File: src/rtl/am2940_pkg.sv
// Shared definitions for the Am2940 DMA address-generator sequencer:
// the eight Am2940 instruction codes and the sequencer state encoding.
package am2940_pkg;

  localparam logic [2:0] I_WR_CR   = 3'b000;
  localparam logic [2:0] I_RD_CR   = 3'b001;
  localparam logic [2:0] I_RD_WC   = 3'b010;
  localparam logic [2:0] I_RD_ADDR = 3'b011;
  localparam logic [2:0] I_REINIT  = 3'b100;
  localparam logic [2:0] I_LD_ADDR = 3'b101;
  localparam logic [2:0] I_LD_WC   = 3'b110;
  localparam logic [2:0] I_ENCT    = 3'b111;

  // Done mode in which the chip compares against the address register only.
  localparam logic [1:0] MODE_ADDR_CMP = 2'b01;

  typedef enum logic [2:0] {
    S_IDLE    = 3'd0,
    S_WR_CR   = 3'd1,
    S_LD_ADDR = 3'd2,
    S_LD_WC   = 3'd3,
    S_RUN     = 3'd4,
    S_STEP    = 3'd5,
    S_CHK     = 3'd6
  } state_t;

endpackage

File: src/rtl/am2940_sequencer.sv
// Programs an Am2940 (CR, address, word count) and then steps it once per
// acknowledged memory transfer until DONE is seen or the sequence is aborted.
module am2940_sequencer
  import am2940_pkg::*;
#(
  parameter int DW = 8
) (
  input  logic          clk,
  input  logic          rst_n,
  input  logic          start,
  input  logic          abort,
  input  logic [2:0]    cr_cfg,
  input  logic [DW-1:0] addr_cfg,
  input  logic [DW-1:0] wc_cfg,
  output logic          xfer_req,
  input  logic          xfer_ack,
  input  logic          done_in,
  output logic [2:0]    i_out,
  output logic [DW-1:0] d_out,
  output logic          d_oe,
  output logic          busy,
  output logic [DW-1:0] xfer_cnt,
  output logic          done_irq,
  output logic          abort_irq
);

  localparam logic [DW-1:0] CNT_ONE = {{(DW-1){1'b0}}, 1'b1};

  state_t        state_r, state_nx_s;
  logic [2:0]    cr_r;
  logic [DW-1:0] addr_r, wc_r;
  logic [2:0]    cr_src_s;
  logic          load_s;
  logic [DW-1:0] cnt_nx_s;
  logic          done_nx_s, abort_nx_s;
  logic [2:0]    i_nx_s;
  logic [DW-1:0] d_nx_s;
  logic          oe_nx_s, req_nx_s;

  // WR_CR is only ever entered on the capture edge, so its data comes straight from the input.
  assign cr_src_s = load_s ? cr_cfg : cr_r;

  // Next-state, counter and interrupt decode; abort outranks everything outside IDLE.
  always_comb begin
    state_nx_s = state_r;
    cnt_nx_s   = xfer_cnt;
    done_nx_s  = 1'b0;
    abort_nx_s = 1'b0;
    load_s     = 1'b0;
    if ((state_r != S_IDLE) && abort) begin
      state_nx_s = S_IDLE;
      abort_nx_s = 1'b1;
    end else begin
      case (state_r)
        S_IDLE: begin
          if (start) begin
            state_nx_s = S_WR_CR;
            cnt_nx_s   = {DW{1'b0}};
            load_s     = 1'b1;
          end else begin
            state_nx_s = S_IDLE;
          end
        end
        S_WR_CR:   state_nx_s = S_LD_ADDR;
        S_LD_ADDR: begin
          if (cr_r[1:0] == MODE_ADDR_CMP) begin
            state_nx_s = S_RUN;
          end else begin
            state_nx_s = S_LD_WC;
          end
        end
        S_LD_WC:   state_nx_s = S_RUN;
        S_RUN: begin
          if (xfer_ack) begin
            state_nx_s = S_STEP;
            cnt_nx_s   = xfer_cnt + CNT_ONE;
          end else begin
            state_nx_s = S_RUN;
          end
        end
        S_STEP:    state_nx_s = S_CHK;
        S_CHK: begin
          if (done_in) begin
            state_nx_s = S_IDLE;
            done_nx_s  = 1'b1;
          end else begin
            state_nx_s = S_RUN;
          end
        end
        default:   state_nx_s = S_IDLE;
      endcase
    end
  end

  // Output decode from the next state so every output leaves a flop aligned with its state.
  always_comb begin
    i_nx_s   = I_RD_CR;
    d_nx_s   = {DW{1'b0}};
    oe_nx_s  = 1'b0;
    req_nx_s = 1'b0;
    case (state_nx_s)
      S_WR_CR: begin
        i_nx_s  = I_WR_CR;
        d_nx_s  = {{(DW-3){1'b0}}, cr_src_s};
        oe_nx_s = 1'b1;
      end
      S_LD_ADDR: begin
        i_nx_s  = I_LD_ADDR;
        d_nx_s  = addr_r;
        oe_nx_s = 1'b1;
      end
      S_LD_WC: begin
        i_nx_s  = I_LD_WC;
        d_nx_s  = wc_r;
        oe_nx_s = 1'b1;
      end
      S_RUN:   req_nx_s = 1'b1;
      S_STEP:  i_nx_s   = I_ENCT;
      default: i_nx_s   = I_RD_CR;
    endcase
  end

  // State, captured configuration and registered outputs.
  always_ff @(posedge clk or negedge rst_n) begin
    if (!rst_n) begin
      state_r   <= S_IDLE;
      cr_r      <= 3'b000;
      addr_r    <= {DW{1'b0}};
      wc_r      <= {DW{1'b0}};
      i_out     <= I_RD_CR;
      d_out     <= {DW{1'b0}};
      d_oe      <= 1'b0;
      xfer_req  <= 1'b0;
      busy      <= 1'b0;
      xfer_cnt  <= {DW{1'b0}};
      done_irq  <= 1'b0;
      abort_irq <= 1'b0;
    end else begin
      state_r <= state_nx_s;
      if (load_s) begin
        cr_r   <= cr_cfg;
        addr_r <= addr_cfg;
        wc_r   <= wc_cfg;
      end else begin
        cr_r   <= cr_r;
        addr_r <= addr_r;
        wc_r   <= wc_r;
      end
      i_out     <= i_nx_s;
      d_out     <= d_nx_s;
      d_oe      <= oe_nx_s;
      xfer_req  <= req_nx_s;
      busy      <= (state_nx_s != S_IDLE);
      xfer_cnt  <= cnt_nx_s;
      done_irq  <= done_nx_s;
      abort_irq <= abort_nx_s;
    end
  end

endmodule

File: config.mk
export PLATFORM = sky130hd
export DESIGN_NAME = am2940_sequencer
export DESIGN_NICKNAME = d
export VERILOG_FILES = /design/src/rtl/am2940_pkg.sv /design/src/rtl/am2940_sequencer.sv
export SDC_FILE = /design/constraint.sdc
export NUM_CORES = 1
export LEC_CHECK = 0
export BUFFER_PORTS_ARGS = -buffer_cell sky130_fd_sc_hd__buf_4
export CAP_MARGIN = 10
export CORE_ASPECT_RATIO = 0.7
export CORE_MARGIN = 3
export CORE_UTILIZATION = 56
export DETAILED_ROUTE_END_ITERATION = 6
export PLACE_DENSITY_LB_ADDON = 0.25
export SLEW_MARGIN = 20
export SYNTH_ARGS = -nofsm -noshare
export SYNTH_HDL_FRONTEND = slang
export SYNTH_SLANG_ARGS = --single-unit
export TNS_END_PERCENT = 100
File: constraint.sdc
create_clock -name clk -period 2.45 [get_ports clk]
set_clock_uncertainty 0.1 [all_clocks]
set_input_delay 0.1225 -clock clk [delete_from_list [all_inputs] [get_ports clk]]
set_output_delay 0.1225 -clock clk [all_outputs]
set_load 0.005 [all_outputs]
* Word level (Yosys, flattened, before mapping)
Index checks and enable logic that the tools add are counted.
** Storage, ports and cells
- Bits in writable memories :: 0
- Bits in registers :: 46
- ROM bits :: 0
- Word-level logic and storage cells :: 56
- Output and inout bits :: 24
- Bits in latches :: 0
- Memories :: 0
** Operators by class
- Mux-type cells :: 21
- Reductions and logical operators :: 7
- $lt $le $gt $ge :: 0
- Multipliers :: 0
- Div/mod/pow operators :: 0
- Bitwise gates (word level) :: 1
- Equality and inequality tests :: 14
- Add/subtract/negate cells :: 1
- Shift-type cells :: 0
** Operators by type and width (number)
- $pmux 8 s3 :: 1
- $pmux 3 s7 :: 1
- $mux 8 :: 2
- $pmux 8 s2 :: 1
- $eq 3x3->1 const B :: 5
- $eq 3x2->1 const B :: 4
- $mux 3 :: 4
- $pmux 3 s4 :: 1
- $mux 1 :: 11
- $add 8x1->8 const B :: 1
- $eq 3x1->1 const B :: 2
- $reduce_bool 3->1 :: 2
- $ne 2x2->1 const B :: 2
- $reduce_and 4->1 :: 1
- $logic_not 3->1 :: 1
- $reduce_or 3->1 :: 1
- $eq 2x1->1 const B :: 1
- $reduce_bool 2->1 :: 1
- $logic_and 1x1->1 :: 1
- $not 1->1 :: 1

* Logic depth before layout (Yosys ltp)
- Word-level depth :: 7
- Gate-level depth with buffers :: 6
- Mapped depth without buffers :: 5

* Worst setup path before layout
No wires, ideal clock.
- Kind :: flip-flop to flip-flop
- Start point :: register state_r[0]
- End point :: register i_out[2]
- Data required time :: 2.285 ns
- Path slack :: 0.839 ns
- Clock period less this slack :: 1.611 ns
- Cell stages (with the launch flop) :: 6
- Data arrival time :: 1.446 ns
- Path buffers :: 1
- Setup time :: 0.065 ns
- Cell sequence :: dfrtp_1 -> buf_6 -> o211a_1 -> nor3_2 -> or3b_4 -> or3b_1
** On the way
- Cells in the longest elaborated chain, start to end :: 5
- Elaborated cells on any way between the ends :: 16
** RTL lines
- start, declared :: RTL line am2940_sequencer.sv:29 : state_t state_r, state_nx_s;
- start signal, assigned :: RTL line am2940_sequencer.sv:139 : state_r <= state_nx_s;
- $eq 3x3->1 (tied with other cells) :: RTL line am2940_sequencer.sv:54 : case (state_r)
- $pmux 3 s7 / $logic_and 1x1->1 (equally long branches) :: RTL line am2940_sequencer.sv:54, am2940_sequencer.sv:50
- $mux 3 * :: RTL line am2940_sequencer.sv:50 : if ((state_r != S_IDLE) && abort) begin
- $eq 3x3->1 (tied with other cells) :: RTL line am2940_sequencer.sv:101 : case (state_nx_s)
- $pmux 3 s4 * :: RTL line am2940_sequencer.sv:101
- net i_nx_s[2] :: RTL line am2940_sequencer.sv:36 : logic [2:0] i_nx_s;
- end signal, assigned :: RTL line am2940_sequencer.sv:149 : i_out <= i_nx_s;
- end, declared :: RTL line am2940_sequencer.sv:18 : output logic [2:0] i_out,
Mark *: on every way through the listed nets, which the timed path passes. The rest lies on a longest branch.
A chain may end at the register's enable or synchronous reset.

* Final worst setup path
- Start point :: register state_r[2]
- End point :: register i_out[2]
The elaborated chain is that of the path after synthesis.

==> impl_metrics.ini <==
[status]
status = finished clean

[placed_design]
hpwlAfterDp_um = 2830
dp.cells = 279
gp_congestion = 0.847
portBuffers = 48
dpl_worst_slack_ns = 0.544
placed_area_um2 = 2310

[route]
ant_nets = 0
first_iter_violations = 99
viasPerCell = 5.28
drtPass1Iterations = 4
wl_per_cell_um = 14.9
vias = 1631
drt-total-wl_um = 4600
drc = 0

[sta]
period_share_pct = 81.0
worst_slack_ns = 0.465
fmax_ghz = 0.504
rsz0062_at_grt = false
drv_slew = 0
tns_ns = 0
period_needed_ns = 1.99
fin_hold_ws_ns = 0.118
tightestPinTransition_ns = 0.671
setup_viol_count_final = 0
hold_viol = 0
relSlewSlack_pct = 54.9

[die]
core_um2 = 3210
dieArea_um2 = 4170
num_rows = 17
io_pins = 49
die_height_um = 55.0
start_util_pct = 59.7
die_w_um = 76.0

[pwr]
p_total_mw = 2.65
p_leak_nw = 1.37
ir_drop_mv = 0.675
p_per_area_nw_per_um2 = 997

[cells_and_area]
drive_above_1_share_pct = 26.7
multiInputGateArea_um2 = 734
syn_to_final_growth_pct = 38.7
final_nets = 287
utilization_pct = 82.9
fin_cells = 309
regArea_um2 = 1130
antenna_cells = 0
post-route-cell-area_um2 = 2660
fillers = 187
final_common_cell = nand2_1
final_cell_mix = nand2_1 (67), buf_4 (51), dfrtp_1 (44)

[synth]
synthesis.area_um2 = 1920
async_flop_share_pct = 100
ys_seq_area_share_pct = 58.8
ys_types = 40
avgSynthCellArea_um2 = 10.0
ys_warn_count = 0
synth_seq_cells = 45
synth_ff_type = dfrtp_1
netlist_instances = 191
synth_nets = 217
synth_edf_count = 0

[clock_network]
cts_resized = 0
htreeDepth = 2
cts_root_buffer = clkbuf_8
cts_tree = yes
cts.path.max_buffers = 2
clkSlewWorstSetupHoldPaths_ns = 0.08
cts_made_buffers = 5
clock_latency_ns = 0.30
cts_sinks = 45

[critical_path]
cp_max_fo = 12
startpoint_type = register
required_ns = 2.58
worstReg2RegStart = state_r[2]
r2r_cells = 4
cp_data_arrival_time_ns = 2.12
ff2ff_setup_slack_ns = 0.46
crit_type = register to register
end_kind = register
timing.rr.end = i_out[2]

[global_route]
grt_overflow = 0
grt_pass1_wl_um = 7470
track_usage_pct = 23.8
antenna_found_initial = 0
grt_max_degree = 46
grt_pass1_vias = 1577

[hold_path]
hold_path_end = i_out[0]
hold_path_class = input port to register
min_path_cells = 4
min_from = start

[run]
drv_cap = 0
## synthesized netlist by cell type (2+ instances only)
cell type,instances,share of area [%]
a32o_1,5,2.6
o31ai_1,2,0.78
xor2_1,2,0.91
o21ai_1,2,0.52
and3_1,2,0.65
o21a_1,2,0.78
a21oi_1,3,0.78
o211ai_1,2,0.78
nor3_1,3,0.78
clkbuf_1,3,0.59
nand2b_1,6,2.0
nand2_1,67,13
nor2_1,9,1.8
o21ai_0,3,0.78
buf_2,4,1.0
or2_2,3,0.98
a22oi_1,3,1.2
nor2b_1,4,1.3
buf_6,2,1.2
dfrtp_1,44,57
## metal layers
layer	vias up	GRT usage, %	wire length, um	share of wire (%)
met1	795	29.8	1970	43
met4	0	11.7	105	2.3
met2	52	41.3	2290	50
met3	12	5.02	239	5.2
li1	772	-	-	-
met5	-	0	0	0
## worst max-delay path by stage
stage / from / endpoint / slack [ns] / cells after the start
floorplan: state_r[0] / i_out[2] / 0.84 / 5
global placement: state_r[2] / xfer_cnt[7] / 0.61 / 4
detailed placement: state_r[2] / xfer_cnt[7] / 0.54 / 4
CTS: state_r[2] / xfer_cnt[7] / 0.49 / 4
global route: state_r[2] / xfer_cnt[7] / 0.29 / 4
finish: state_r[2] / i_out[2] / 0.46 / 4
## critical path, cell delays in order (launching register included)
cell	delay (ns)
dfrtp_1	0.51
nor2b_1	0.50
o21ai_4	0.18
or3b_4	0.43
or3b_1	0.20
## state kept, by name (all words and copies together), names as in the netlist
| name | cells |
|---|---|
| abort_irq | 1 |
| d_oe | 1 |
| xfer_cnt | 8 |
| d_out | 8 |
| addr_r | 8 |
| wc_r | 8 |
| xfer_req | 1 |
| cr_r | 2 |
| done_irq | 1 |
| busy | 1 |
| state_r | 3 |
| i_out | 3 |
## layout make-up
type / instances / area share [%]
Timing Repair Buffer: 73 / 22.7
Clock buffer: 5 / 2.59
Tap cell: 47 / 2.21
Sequential cell: 45 / 42.4
Inverter: 1 / 0.141
Clock inverter: 3 / 2.44
Multi-Input combinational cell: 135 / 27.6
## where the power goes
part	leakage, nW	switching [mW]	internal [mW]
Combinational	0.718	0.456	0.374
Clock	0.0681	0.252	0.405
Sequential	0.584	0.167	0.999
Total	1.37	0.876	1.78
## cells by family (layout without fill, tap and decap cells)
family | after synthesis | after routing | synth area share [%]
XOR/XNOR | 2 | 2 | 0.913
multiplexers | 1 | 1 | 0.522
AND/OR/NAND/NOR | 104 | 104 | 24.9
flip-flops | 45 | 45 | 58.8
AO/OA/AOI/OAI | 27 | 27 | 11.0
adder cells (fa/ha/maj) | 1 | 1 | 0.652
buffers and inverters | 11 | 82 | 3.26
## timing repair
| action | CTS | global route |
|---|---|---|
| setup buffers | 0 | 0 |
| hold buffers | 22 | 0 |
| hold endpoints to repair | 67 | 0 |
Power figures use the tool's default switching activity.
